$ cat config.mk
export PLATFORM = sky130hd
export DESIGN_NAME = lane_block_scheduler
export DESIGN_NICKNAME = d
export VERILOG_FILES = /design/src/rtl/lane_block_scheduler.sv
export SDC_FILE = /design/constraint.sdc
export NUM_CORES = 1
export LEC_CHECK = 0
export BUFFER_PORTS_ARGS = -buffer_cell sky130_fd_sc_hd__buf_4
export CAP_MARGIN = 20
export CORE_AREA = 4 4 144 146
export CTS_BUF_LIST = sky130_fd_sc_hd__clkbuf_4 sky130_fd_sc_hd__clkbuf_8
export DETAILED_ROUTE_END_ITERATION = 10
export DIE_AREA = 0 0 148 150
export MAX_ROUTING_LAYER = met4
export PLACE_DENSITY_LB_ADDON = 0.2
export RECOVER_POWER = 100
export SLEW_MARGIN = 10
export SYNTH_ARGS = -nofsm -noshare
export SYNTH_HDL_FRONTEND = slang
export SYNTH_SLANG_ARGS = --single-unit
$ cat constraint.sdc
create_clock -name clk -period 12.45 [get_ports clk]
set_input_delay 1.245 -clock clk [delete_from_list [all_inputs] [get_ports clk]]
set_output_delay 1.245 -clock clk [all_outputs]
set_load 0.02 [all_outputs]
$ cat src/rtl/lane_block_scheduler.sv
// Falling-block scheduler for one key lane: spawns, advances and judges up to six blocks,
// and raises hit/miss pulses plus a timed wrong flag for the pixel generator.
module lane_block_scheduler #(
  parameter int unsigned SPAWN_H      = 120,
  parameter int unsigned HIT_LO       = 468,
  parameter int unsigned HIT_HI       = 599,
  parameter int unsigned BASE_STEP    = 2,
  parameter int unsigned WRONG_FRAMES = 30
) (
  input  logic        clk,
  input  logic        rst_n,
  input  logic        start,
  input  logic        pause,
  input  logic        stop,
  input  logic        frame_tick,
  input  logic [1:0]  level,
  input  logic        spawn_req,
  input  logic        key_press,
  output logic [59:0] blk_h,
  output logic [2:0]  active_cnt,
  output logic        wrong,
  output logic        hit,
  output logic        miss,
  output logic        overflow,
  output logic [1:0]  state
);

  localparam int unsigned NSLOT = 6;
  localparam int unsigned HW    = 10;
  localparam int unsigned AW    = HW + 1;
  localparam int unsigned IW    = 3;
  localparam int unsigned CW    = $clog2(WRONG_FRAMES + 1);

  typedef enum logic [1:0] {
    S_IDLE   = 2'd0,
    S_RUN    = 2'd1,
    S_PAUSED = 2'd2
  } state_t;

  state_t          state_q, state_n;
  logic [HW-1:0]   h_q [NSLOT];
  logic [HW-1:0]   h_n [NSLOT];
  logic [CW-1:0]   cnt_q, cnt_n;
  logic            ovf_q, ovf_n;
  logic            hit_q, hit_n;
  logic            miss_q, miss_n;
  logic            wrong_q;
  logic [2:0]      active_q, active_n;

  logic            win_found;
  logic [IW-1:0]   win_idx;
  logic [HW-1:0]   win_h;
  logic            free_found;
  logic [IW-1:0]   free_idx;
  logic            reload;
  logic [AW-1:0]   adv;

  // Judge winner and first free slot, both taken from start-of-cycle positions
  always_comb begin
    win_found  = 1'b0;
    win_idx    = '0;
    win_h      = '0;
    free_found = 1'b0;
    free_idx   = '0;
    for (int i = 0; i < NSLOT; i++) begin
      if (h_q[i] != '0 && h_q[i] >= HW'(HIT_LO) && h_q[i] <= HW'(HIT_HI) &&
          (!win_found || h_q[i] > win_h)) begin
        win_found = 1'b1;
        win_idx   = IW'(i);
        win_h     = h_q[i];
      end
      if (h_q[i] == '0 && !free_found) begin
        free_found = 1'b1;
        free_idx   = IW'(i);
      end
    end
  end

  // Next-state: commands first, then judge / advance / spawn on disjoint slots
  always_comb begin
    state_n  = state_q;
    h_n      = h_q;
    cnt_n    = cnt_q;
    ovf_n    = ovf_q;
    hit_n    = 1'b0;
    miss_n   = 1'b0;
    reload   = 1'b0;
    adv      = '0;
    active_n = '0;

    if (stop) begin
      for (int i = 0; i < NSLOT; i++) h_n[i] = '0;
      ovf_n   = 1'b0;
      state_n = S_IDLE;
    end else if (start) begin
      for (int i = 0; i < NSLOT; i++) h_n[i] = '0;
      ovf_n   = 1'b0;
      cnt_n   = '0;
      state_n = S_RUN;
    end else begin
      case (state_q)
        S_RUN: begin
          if (pause) begin
            state_n = S_PAUSED;
          end else begin
            if (key_press) begin
              if (win_found) hit_n = 1'b1;
              else           reload = 1'b1;
            end
            for (int i = 0; i < NSLOT; i++) begin
              if (key_press && win_found && win_idx == IW'(i)) begin
                h_n[i] = '0;
              end else if (frame_tick && h_q[i] != '0) begin
                adv = AW'(h_q[i]) + AW'(BASE_STEP) + AW'(level);
                if (adv > AW'(HIT_HI)) begin
                  h_n[i] = '0;
                  miss_n = 1'b1;
                  reload = 1'b1;
                end else begin
                  h_n[i] = adv[HW-1:0];
                end
              end
            end
            if (spawn_req) begin
              if (free_found) begin
                for (int i = 0; i < NSLOT; i++)
                  if (free_idx == IW'(i)) h_n[i] = HW'(SPAWN_H);
              end else begin
                ovf_n = 1'b1;
              end
            end
            if (reload)                          cnt_n = CW'(WRONG_FRAMES);
            else if (frame_tick && cnt_q != '0)  cnt_n = cnt_q - CW'(1);
          end
        end
        S_PAUSED: if (!pause) state_n = S_RUN;
        default:  state_n = S_IDLE;
      endcase
    end

    for (int i = 0; i < NSLOT; i++)
      if (h_n[i] != '0) active_n = active_n + 3'(1);
  end

  always_ff @(posedge clk or negedge rst_n) begin
    if (!rst_n) begin
      state_q  <= S_IDLE;
      for (int i = 0; i < NSLOT; i++) h_q[i] <= '0;
      cnt_q    <= '0;
      ovf_q    <= 1'b0;
      hit_q    <= 1'b0;
      miss_q   <= 1'b0;
      wrong_q  <= 1'b0;
      active_q <= '0;
    end else begin
      state_q  <= state_n;
      h_q      <= h_n;
      cnt_q    <= cnt_n;
      ovf_q    <= ovf_n;
      hit_q    <= hit_n;
      miss_q   <= miss_n;
      wrong_q  <= (cnt_n != '0);
      active_q <= active_n;
    end
  end

  for (genvar g = 0; g < NSLOT; g++) begin : g_pack
    assign blk_h[HW*g +: HW] = h_q[g];
  end

  assign active_cnt = active_q;
  assign wrong      = wrong_q;
  assign hit        = hit_q;
  assign miss       = miss_q;
  assign overflow   = ovf_q;
  assign state      = state_q;

endmodule
## After elaboration in Yosys (flattened, before gate mapping)

Cells that the tools add are included.
W data, S select, Z words.

| cells by class | value |
|---|---|
| add/subtract/negate cells | 18 |
| multiply operators | 0 |
| div/mod/pow operators | 0 |
| $lt $le $gt $ge | 23 |
| equal/unequal tests | 16 |
| shift operators | 0 |
| mux-type cells | 144 |
| bitwise logic cells | 0 |
| reduce and logical (&&, ||, !) cells | 77 |

Operators by type and width:

| cell | count |
|---|---|
| $mux W60 | 6 |
| $mux W10 | 29 |
| $reduce_bool A10 Y1 | 12 |
| $mux W1 | 85 |
| $add A10 B2 Y11 const B | 6 |
| $add A11 B2 Y11 | 6 |
| $gt A11 B10 Y1 const B | 6 |
| $ge A10 B9 Y1 const B | 6 |
| $le A10 B10 Y1 const B | 6 |
| $logic_not A10 Y1 | 6 |
| $gt A10 B10 Y1 | 5 |
| $mux W3 | 13 |
| $logic_and A1 B1 Y1 | 36 |
| $mux W5 | 6 |
| $add A3 B1 Y3 const B | 5 |
| $eq A3 B2 Y1 const B | 4 |
| $eq A3 B3 Y1 const B | 4 |
| $logic_not A1 Y1 | 10 |
| $reduce_bool A5 Y1 | 2 |
| $mux W2 | 4 |
| $ne A4 B4 Y1 const B | 2 |
| $eq A3 B1 Y1 const B | 2 |
| $logic_not A3 Y1 | 2 |
| $reduce_bool A3 Y1 | 2 |
| other kinds (9) | 13 |

| word-level totals | value |
|---|---|
| bits in registers | 74 |
| latch bits | 0 |
| bits in writable memories | 0 |
| memory bits (read-only) | 0 |
| word-level logic and storage cells | 291 |
| memories | 0 |

## Depth between registers and ports, before layout

| logic depth | value |
|---|---|
| depth in word-level cells | 62 |
| gate-level depth with buffers | 68 |
| mapped depth without buffers | 60 |

## Least setup slack after synthesis

OpenSTA, ideal clock, no wires.

| timing | value |
|---|---|
| path type | reg2reg |
| start | register h_q (netlist bit blk_h[8]) |
| end | register active_q[2], in the netlist active_cnt[2] |
| data arrival time | 13298 ps |
| data required time | 12316 ps |
| path slack | -982 ps |
| stages on the path, launching flop included | 65 |
| path buffers | 7 |
| period minus slack after synthesis | 13432 ps |
| cell sequence | dfrtp_1 > buf_2 > nand3_1 > a211o_2 > nand2_1 > buf_2 > nand2_1 > ha_1 > nand4_1 > nor2_1 > a221oi_1 > a311oi_2 > clkbuf_1 > nand2_1 > o21ai_0 > inv_1 > ha_1 > a21o_1 > [... 29 more ...] > a2111oi_4 > o21ai_0 > o211a_2 > or4b_1 > or4_1 > ha_1 > inv_1 > nor3_1 > a21o_1 > ha_1 > nor2b_1 > nor2_1 > ha_1 > o21ai_0 > o31ai_1 > ha_1 > nand2_1 > xnor3_1 |

RTL lines:

| element | line | source |
|---|---|---|
| from (decl) | 41 | `logic [HW-1:0] h_q [NSLOT];` |
| from (signal assigned) | 157 | `h_q <= h_n;` |
| to (signal assigned) | 163 | `active_q <= active_n;` |
| to (decl) | 48 | `logic [2:0] active_q, active_n;` |

## Final worst setup path

| timing | value |
|---|---|
| start | register h_q (netlist bit blk_h[7]) |
| end | register active_q[1], in the netlist active_cnt[1] |

| on the way | value |
|---|---|
| word-level cells in the longest chain between the ends | 46 |
| elaborated cells on any way between the ends | 123 |

RTL lines:

| element | line | source |
|---|---|---|
| $ge A10 B9 Y1 or $reduce_bool A10 Y1 (tied branches) | 66, 113 |  |
| $logic_and A1 B1 Y1 (2 in series) | 66 | `if (h_q[i] != '0 && h_q[i] >= HW'(HIT_LO) && h_q[i] <= HW'(HIT_HI) &&` |
| $mux W10 or $mux W1 (tied branches) | 66 |  |
| $gt A10 B10 Y1 or $logic_not A1 Y1 (tied branches) | 67 | `(!win_found \|\| h_q[i] > win_h)) begin` |
| $logic_or A1 B1 Y1 | 67 |  |
| $logic_and A1 B1 Y1 | 66 |  |
| $mux W10 or $mux W1 (tied branches) | 66 |  |
| $gt A10 B10 Y1 or $logic_not A1 Y1 (tied branches) | 67 |  |
| [... 30 more ...] | n/a |  |
| $mux W3 | 142 | `if (h_n[i] != '0) active_n = active_n + 3'(1);` |
| $add A3 B1 Y3 | 142 |  |
| $mux W3 | 142 |  |
| $add A3 B1 Y3 | 142 |  |
| $mux W3 | 142 |  |
| $add A3 B1 Y3 | 142 |  |
| $mux W3 * | 142 |  |
| named net active_n[1] | 48 |  |

Mark *: on every way through the listed nets, which the timed path passes. The rest lies on a longest branch.
A chain may end at the register's enable or synchronous reset.

==> results.sh <==
export IMPL_status="finished with violations"
export IMPL_violations="max-capacitance violations, max-slew violations, negative setup slack"
export IMPL_skew_ns=0.01407
export IMPL_use_met2=0.4713
export IMPL_ys_ff_latch=74
export IMPL_busiest_layer="met2"
export IMPL_cts_tree="built"
export IMPL_cap_violations=2
export IMPL_grt_pass1_wl_um=52520
export IMPL_cp_required_ns=12.73
export IMPL_rsz0062_at_grt="yes"
export IMPL_layout_nets=1457
export IMPL_drt_total_wl_um=33360
export IMPL_dpl_cell_count=1580
export IMPL_combPwrFrac=0.248
export IMPL_whs_endpoint="cnt_q[4]"
export IMPL_switching_share=0.3535
export IMPL_ys_top_cells_by_count="129 x nand2_1, 98 x nor2_1, 96 x a21oi_1"
export IMPL_overflow=0
export IMPL_arrival_ns=12.79
export IMPL_syn_avg_cell_area_um2=7.406
export IMPL_synth_top_area_frac=0.2091
export IMPL_cts_root_buf="clkbuf_8"
export IMPL_switchingPower_mw=0.2088
export IMPL_insertion_delay_ns=0.39
export IMPL_ys_types=92
export IMPL_slew_violations=77
export IMPL_min_delay_path_depth=2
export IMPL_initial_core_util=0.4566
export IMPL_start_kind="flop"
export IMPL_coreArea_um2=19400
export IMPL_synthMostInstantiatedCell="nand2_1"
export IMPL_die_x_um=148
export IMPL_synthTopCellsByArea="dfrtp_1 21%, ha_1 11%, nand2_1 5.5%, a21oi_1 5.4%, o21ai_0 4.9%"
export IMPL_clk_pin_slew_ns=0.09
export IMPL_clock_sinks=74
export IMPL_end_kind="flop"
export IMPL_path_max_fanout=9
export IMPL_syn_cell_area_um2=8857
export IMPL_grt_max_degree=75
export IMPL_min_path_type="reg2reg"
export IMPL_seq_power_share=0.430
export IMPL_synthFlopType="dfrtp_1"
export IMPL_irDropWorstVdd_mv=0.04171
export IMPL_syn_nets=1292
export IMPL_cts_hold_buf=0
export IMPL_cp_slowest_cell="or4b_4"
export IMPL_final_cell_area_um2=11140
export IMPL_drc=0
export IMPL_area_growth_pct=25.81
export IMPL_io_buffers=78
export IMPL_setup_ws_ns=-0.06378
export IMPL_hold_path_startpoint="cnt_q[4]"
export IMPL_synth_warnings=0
export IMPL_ys_seq_area_frac=0.2091
export IMPL_synth_edff_count=0
export IMPL_gr_usage_all_layers=0.3066
export IMPL_syn_inst=1196
export IMPL_cts_buffer_depth=2
export IMPL_antenna_cells=0
export IMPL_worst_r2r_endpoint="active_cnt[1]"
export IMPL_tightest_slew_ns=2.740
export IMPL_dpl_hpwl_um=24090
export IMPL_netlist_top_cell_by_area="dfrtp_1"
export IMPL_cp_top_family="compound AO/OA/AOI/OAI gates"
export IMPL_relSlewSlack=-0.8265
export IMPL_antenna_found_initial=0
export IMPL_final_layout_size_suffix_gt1_frac=0.2511
export IMPL_hold_viol_final=0
export IMPL_num_io_pins=79
export IMPL_power_clock_fraction=0.322
export IMPL_r2r_slack_ns=-0.06
export IMPL_vias=10235
export IMPL_wl_per_cell_um=20.45
export IMPL_min_period_ns=12.51
export IMPL_async_flop_share=1.000
export IMPL_gp_congestion=0.9945
export IMPL_setup_viol=2
export IMPL_fin_cells=1631
export IMPL_die_area_um2=22200
export IMPL_power_density_nw_per_um2=53.01
export IMPL_ctsHtreeMaxLevel=3
export IMPL_fmax_ghz=0.07991
export IMPL_path_buf_inv=9
export IMPL_p_int_mw=0.3819
export IMPL_slowest_delay_ns=0.49
export IMPL_global_route_usage_met3=0.05300
export IMPL_vias_per_cell=6.275
export IMPL_numCtsBuffers=9
export IMPL_critPathKind="reg2reg"
export IMPL_rr_worst_depth=61
export IMPL_core_rowCount=51
export IMPL_leakagePower_nw=4.962
export IMPL_place_area_um2=10440
export IMPL_grt_use_met1=0.4043
export IMPL_drt_pass1_iter_count=8
export IMPL_ant_nets=0
export IMPL_r2r_start="blk_h[7]"
export IMPL_period_share=1.005
export IMPL_grt_pass1_vias=9615
export IMPL_drt_iter0_drc=859
export IMPL_fp_dieH_um=150
power groups by stage:
stage	logic, mW	clock network [mW]	registers [mW]
after floorplan	0.0795	0	0.263
after global placement	0.136	0	0.258
after detailed placement	0.138	0	0.259
after CTS	0.142	0.192	0.254
after global routing	0.160	0.202	0.255
final	0.146	0.190	0.254
worst max-delay path by stage:
| stage | start | endpoint | slack, ns | cells after the start |
|---|---|---|---|---|
| 5_1_grt | blk_h[8] | active_cnt[1] | -0.57 | 64 |
| 3_3_place_gp | blk_h[3] | active_cnt[2] | -0.16 | 60 |
| 2_1_floorplan | blk_h[8] | active_cnt[2] | 0.05 | 65 |
| 4_1_cts | blk_h[4] | active_cnt[1] | 0.09 | 62 |
| 3_5_place_dp | blk_h[3] | active_cnt[2] | -0.49 | 60 |
| 6_report | blk_h[7] | active_cnt[1] | -0.06 | 61 |
per-layer routing:
layer  share of wire  wire length, µm  up-vias
li1                -                -     4799
met1            0.43            14200     4865
met2            0.45            14960      469
met3           0.084             2793      102
met4           0.042             1402        0
met5               0                0        -
layout make-up:
class | instances | area [µm²]
fill | 1895 | 8255
clock inverter | 6 | 41.29
clock buffer | 10 | 131.4
sequential | 74 | 1861
tap | 265 | 331.6
inverter | 85 | 319.1
multi-input combinational | 968 | 6780
timing repair buffer | 223 | 1679
flip-flops by register name, summed over array words and instances, names as in the netlist:
signal      count
blk_h          60
state           2
cnt_q           5
hit             1
wrong           1
active_cnt      3
overflow        1
miss            1
logic make-up (layout without fill, tap and decap cells):
family                     Yosys count  count (layout)  share of synthesized area
DFF                                 74              74                     0.2091
adders and majority gates           86              86                     0.1266
muxes                               16              16                    0.01964
xor gates and xnor gates            15              15                    0.01794
buffers and inverters              155             324                    0.07063
AOI/OAI and AO/OA                  378             379                     0.2861
and+or+nand+nor                    472             472                     0.2701
timing repair:
action / 4_1_cts / 5_1_grt
endpoints found under the hold margin: 0 / 0
pin swaps: 16 / 35
setup buffers: 20 / 13
gates cloned: 1 / 1
endpoints found under the setup margin: 2 / 3
resized for setup: 27 / 44
worst register-to-register path: cells and delay by family, from the launching register on:
| kind | cells | cell delay [ns] |
|---|---|---|
| compound gates | 25 | 5.04 |
| fa+ha+maj | 9 | 2.49 |
| simple gates | 16 | 2.43 |
| buf+inv | 9 | 1.39 |
| mux | 2 | 0.61 |
| flops | 1 | 0.42 |
cell usage in the layout, fill, tap and decap left out, drive strengths merged, types with 10 or more instances in the layout:
cell / instances
dfrtp: 74
ha: 80
and3: 16
nand2: 129
a21o: 20
nor2: 98
nand3: 47
nand2b: 14
a211oi: 19
or3: 14
nand4: 21
nor4: 29
clkbuf: 13
mux2: 11
nor3: 33
o21ai: 90
a21oi: 96
o21a: 11
a22oi: 12
xnor2: 11
buf: 220
and2: 10
inv: 85
o31ai: 18
a31oi: 16
through the flow:
step | power, mW | setup TNS, ns | utilization | setup WS [ns] | hold WS (ns)
floorplan | 0.3423 | 0 | - | 0.05014 | 0.4622
global placement | 0.3948 | -0.2311 | 0.5378 | -0.1600 | 0.4879
detailed placement | 0.3965 | -0.8577 | 0.5380 | -0.4947 | 0.4975
CTS | 0.5878 | 0 | 0.5596 | 0.08619 | 0.5225
global route | 0.6173 | -1.112 | 0.5744 | -0.5693 | 0.5478
finish | 0.5907 | -0.06994 | 0.5744 | -0.06378 | 0.5171
(Power assumes the default switching activity.)
